[config.mk]
export PLATFORM = sky130hd
export DESIGN_NAME = fifo_unpacker
export DESIGN_NICKNAME = d
export VERILOG_FILES = /design/src/rtl/fifo_unpacker.sv
export SDC_FILE = /design/constraint.sdc
export NUM_CORES = 1
export LEC_CHECK = 0
export BUFFER_PORTS_ARGS = -buffer_cell sky130_fd_sc_hd__clkbuf_2
export CAP_MARGIN = 25
export CORE_AREA = 5 5 42 44
export DETAILED_ROUTE_END_ITERATION = 6
export DIE_AREA = 0 0 47 49
export GPL_ROUTABILITY_DRIVEN = 0
export GPL_TIMING_DRIVEN = 0
export PLACE_DENSITY = 0.62
export SLEW_MARGIN = 20
export SYNTH_ARGS = -nofsm -noshare
export SYNTH_HDL_FRONTEND = slang
export SYNTH_SLANG_ARGS = --single-unit
export TNS_END_PERCENT = 50
[constraint.sdc]
create_clock -name clk -period 1.7 [get_ports clk]
set_clock_uncertainty 0.15 [all_clocks]
set_input_delay 0.17 -clock clk [delete_from_list [all_inputs] [get_ports clk]]
set_output_delay 0.17 -clock clk [all_outputs]
set_load 0.02 [all_outputs]
[src/rtl/fifo_unpacker.sv]
// Read-side width converter: splits each full-width FIFO word into p_num_split
// narrow slices, MSB slice first. Optional resp_last port under FIFO_UNPACKER_LAST_EN.
module fifo_unpacker #(
   parameter int p_bit_width = 3,
   parameter int p_num_split = 2
) (
   input  logic                                 clk,
   input  logic                                 reset,
   input  logic [p_bit_width*p_num_split-1:0]   req_msg,
   input  logic                                 req_val,
   output logic                                 req_rdy,
   output logic [p_bit_width-1:0]               resp_msg,
   output logic                                 resp_val,
   input  logic                                 resp_rdy
`ifdef FIFO_UNPACKER_LAST_EN
  ,output logic                                 resp_last
`endif
);

   localparam int p_full_bit_width = p_bit_width * p_num_split;
   localparam int CW = (p_num_split > 1) ? $clog2(p_num_split) : 1;
   localparam logic [CW-1:0] LAST_CNT = CW'(p_num_split - 1);

   typedef enum logic {IDLE, BUSY} state_t;

   state_t                      state_q, state_d;
   logic [CW-1:0]               cnt_q, cnt_d;
   logic [p_full_bit_width-1:0] data_q, data_d;
   logic [p_full_bit_width-1:0] shifted;
   logic                        last_beat;
   logic                        resp_fire;
   logic                        req_fire;

   assign last_beat = (cnt_q == LAST_CNT);
   assign resp_val  = (state_q == BUSY);
   assign resp_fire = resp_val & resp_rdy;
   // Ready passes through from resp_rdy on the final beat so words stream without bubbles.
   assign req_rdy   = !reset & ((state_q == IDLE) | (resp_fire & last_beat));
   assign req_fire  = req_val & req_rdy;

   assign shifted  = data_q << (int'(cnt_q) * p_bit_width);
   assign resp_msg = shifted[p_full_bit_width-1 -: p_bit_width];

`ifdef FIFO_UNPACKER_LAST_EN
   assign resp_last = resp_val & last_beat;
`endif

   always_ff @(posedge clk or posedge reset) begin
      if (reset) begin
         state_q <= IDLE;
         cnt_q   <= '0;
         data_q  <= '0;
      end else begin
         state_q <= state_d;
         cnt_q   <= cnt_d;
         data_q  <= data_d;
      end
   end

   always_comb begin
      state_d = state_q;
      cnt_d   = cnt_q;
      data_d  = data_q;
      if (req_fire) begin
         data_d  = req_msg;
         cnt_d   = '0;
         state_d = BUSY;
      end else if (resp_fire) begin
         if (last_beat) begin
            state_d = IDLE;
            cnt_d   = '0;
         end else begin
            cnt_d = cnt_q + CW'(1);
         end
      end
   end

endmodule
# == Word level (Yosys, flattened, before mapping) ==
# Cells that the tools add are included.
# word_totals
word_cells,22
out_inout_bits,5
reg_bits,8
input_bits,10
# classes
n_mux,6
shifts,1
reduce_logical,4
n_bitwise,6
mul,1
addsub,1
# ops
cell,n
two-way mux 1 bit,6
left shift 6 x 3 -> 6 bit,1
bitwise AND 1 bit,4
nonzero test 2 bit,2
multiplier 1 x 2 -> 3 bit (second input constant),1
AND reduction 2 bit,1
adder 1 bit (second input constant),1
logical NOT 1 bit,1
inverter 1 bit,1
OR 1 bit,1

# == Depth between registers and ports, before layout ==
# logic_depth
word_depth,7
ltp_mapped,4
ltp_nobuf,3

# == Worst setup path before layout ==
# No wires, ideal clock.
# synth_timing
path_type,register to register
from,"register state_q, in the netlist resp_val"
to,register data_q[0]
n_path_buf,0
stages_incl_launch_ff,4
period_less_slack_ns,1.430
arrival_ns,1.155
slack_ns,0.270
required_ns,1.425
cell_sequence,dfrtp_1 a21boi_4 nor2_4 mux2_4
# synth_between
elab_chain_cells,5
# synth_rtl
item,line_no,source
start: declaration,26,"state_t state_q, state_d;"
start signal: assignment,54,state_q <= state_d;
bitwise AND 1 bit,36,assign resp_fire = resp_val & resp_rdy;
bitwise AND 1 bit,38,assign req_rdy = !reset & ((state_q == IDLE) | (resp_fire & last_beat));
OR 1 bit (*),38,
bitwise AND 1 bit (*),38,
bitwise AND 1 bit (*),39,assign req_fire = req_val & req_rdy;
end signal: assignment,56,data_q <= data_d;
end: declaration,28,"logic [p_full_bit_width-1:0] data_q, data_d;"
# Mark *: on every way between the ends. The rest lies on a longest branch, timed or not.
# A chain may end at the register's enable or synchronous reset.

# == Final worst setup path ==
# layout_timing
from,input reset
to,register data_q[2]
# layout_between
elab_chain_cells,3
# layout_rtl
item,line_no,source
start: declaration,8,"input logic reset,"
logical NOT 1 bit (no source line),-,
bitwise AND 1 bit,38,
bitwise AND 1 bit,39,
# No other way between the ends.

==> impl_metrics.json <==
{
  "clock_sinks": 8,
  "worst_path_largest_cell_delay_ps": 530,
  "holdCritPathClass": "in -> reg",
  "rsz0062_at_grt": "false",
  "max-vdd-ir-drop_mv": 0.633,
  "cp_slowest_cell": "dlygate4sd3_1",
  "ys_seq_area_share_pct": 49.2,
  "worst_slew_pin_slew_ps": 303,
  "slew_headroom_pct": 79.8,
  "yosysWarnings": 0,
  "setup_violations": 0,
  "die_width_um": 47,
  "area_growth_pct": 40.0,
  "cap_violations": 0,
  "die-height_um": 49,
  "crit_path_cell_trace": "dlygate4sd3_1, clkbuf_2, nand2b_1, nor2_4, mux2_4",
  "cp-end-kind": "register",
  "io_pins": 15,
  "cts_tree": "built",
  "synth.area.top_cells": "dfrtp_1 49%, mux2_4 22%, mux2_2 8.3%, a21boi_4 4.6%, nand2b_1 3.1%",
  "criticalPathCategory": "in -> reg",
  "start_util_pct": 29.0,
  "routed_wl_um": 746,
  "htree_levels": 1,
  "fmax_mhz": 620,
  "finalSetupTns_ps": 0,
  "grt_max_degree": 9,
  "synth_ff_type": "dfrtp_1",
  "ant_nets": 0,
  "detail_route.first_pass.iterations": 2,
  "yosysMostFrequentCell": "dfrtp_1",
  "drt_iter0_drc": 1,
  "drc": 0,
  "dieArea_mm2": 0.00230,
  "critical_path.max_fanout": 6,
  "synth_top_cell_by_area": "dfrtp_1",
  "synth_cell_types": 12,
  "grt_pass1_wl_um": 1290,
  "cts_buffers": 3,
  "antenna_found_initial": 0,
  "n_fill_cell": 142,
  "grtUsageTotal_pct": 7.97,
  "required_ps": 1680,
  "syn-num-nets": 38,
  "netlist_area_um2": 407,
  "wl_per_cell_um": 11.3,
  "async_flop_share_pct": 100,
  "finalCritPeriodShare_pct": 94.9,
  "drive_above_1_share_pct": 58.0,
  "arrival_ps": 1590,
  "multi_input_area_um2": 191,
  "synthCells": 28,
  "synthTopCellsByCount": "8 x dfrtp_1, 6 x mux2_4, 3 x mux2_2, 2 x nand2_1, 2 x nand2b_1",
  "core_mm2": 0.00140,
  "synth_edf_count": 0,
  "worstSetupStartpointType": "primary input",
  "nNetsFinal": 62,
  "p_total_mw": 0.971,
  "cts_root_buffer": "clkbuf_4",
  "hpwl_um": 596,
  "ys_ff_latch": 8,
  "netlist.area_leader.share_pct": 49.2,
  "status": "complete, no violations",
  "num_vias": 274,
  "register_area_um2": 200,
  "synth_area_per_cell_um2": 14.5,
  "num_antenna_cells": 0,
  "grt_pass1_vias": 323,
  "hold_viol": 0,
  "clkTransAtPathRegs_ps": 50,
  "num_rows": 14,
  "io_buffers": 14,
  "place_area_um2": 497,
  "grt_overflow": 0,
  "clock_latency_ps": 250,
  "p_leak_nw": 0.284,
  "post_cts_resized": 0,
  "powerDensity_mw_per_mm2": 1700,
  "post-route-cell-area_um2": 569,
  "maxSlewViolCount": 0,
  "layout_min_cycle_time_ps": 1610,
  "cts_max_path_buffers": 2,
  "vias_per_cell": 4.15
}
[metal layers]
layer	wire length (um)	part of all wire [%]	GRT usage (%)	up-vias
met5	0	0	0	-
met4	0	0	5.53	0
met3	57	7.6	2.21	0
met2	313	42	10.6	12
met1	375	50	10.7	124
li1	-	-	-	138
[cell type report]
type                    instances  area share (%)
inverters                       1           0.659
clock buffers                   3            3.96
repair buffers                 19            21.1
flip-flops and latches          8            35.2
multi-input cells              18            33.6
plain buffers                   1            1.98
well taps                      16            3.52
[critical path: cells and delay by family]
kind                   cells  cell delay, ps
muxes                      1             320
buffers and inverters      2             650
and+or+nand+nor            2             450
[cells by family after synthesis]
family / count (synthesis) / synth area share (%)
AOI/OAI and AO/OA: 2 / 5.85
xor gates and xnor gates: 1 / 2.15
buffers and inverters: 2 / 3.69
DFF: 8 / 49.2
muxes: 9 / 30.5
and+or+nand+nor: 6 / 8.61
[worst paths after layout]
check	slack [ps]	cells after the start	start	endpoint
max	90	5	reset	data_q[2]
max in group asynchronous	900	3	reset	data_q[2]
max reg2reg	300	3	resp_val	data_q[2]
min reg2reg	360	1	data_q[1]	data_q[1]
min	8	2	req_msg[1]	data_q[1]
min in group asynchronous	270	3	reset	data_q[5]
[sequential cells by signal, summed over array words and instances, names as in the netlist]
signal	flops
data_q	6
cnt_q	1
resp_val	1
[layout by cell type (no fill, tap or decap)]
cell type	n
clkbuf_2	14
dfrtp_1	8
mux2_4	6
dlygate4sd3_1	5
mux2_2	3
clkbuf_4	3
nand2b_1	2
nand2_1	2
buf_6	1
a21boi_4	1
nor2_4	1
nor2_1	1
inv_1	1
xor2_1	1
o21ai_0	1
[metrics by stage]
step / hold slack [ps] / worst slack, ps / utilization [%] / cells
floorplan: -164 / 270 / - / 28
CTS: 1.24 / 78.2 / 40.6 / 66
global placement: -22.5 / 310 / 35.4 / 58
finish: 8.04 / 87.5 / 40.6 / 66
global route: 5.12 / 37.9 / 40.6 / 66
detailed placement: -18.6 / 282 / 35.4 / 58
[power by group]
part / switching, mW / internal (mW)
combinational: 0.222 / 0.268
sequential: 0.0552 / 0.285
clock: 0.0605 / 0.0805
total: 0.337 / 0.633
[repair_timing]
action,4_1_cts,5_1_grt
hold buffers,5,0
setup buffers,0,0
endpoints found under the hold margin,12,0
Note: power is estimated with default switching activity, not from simulation.
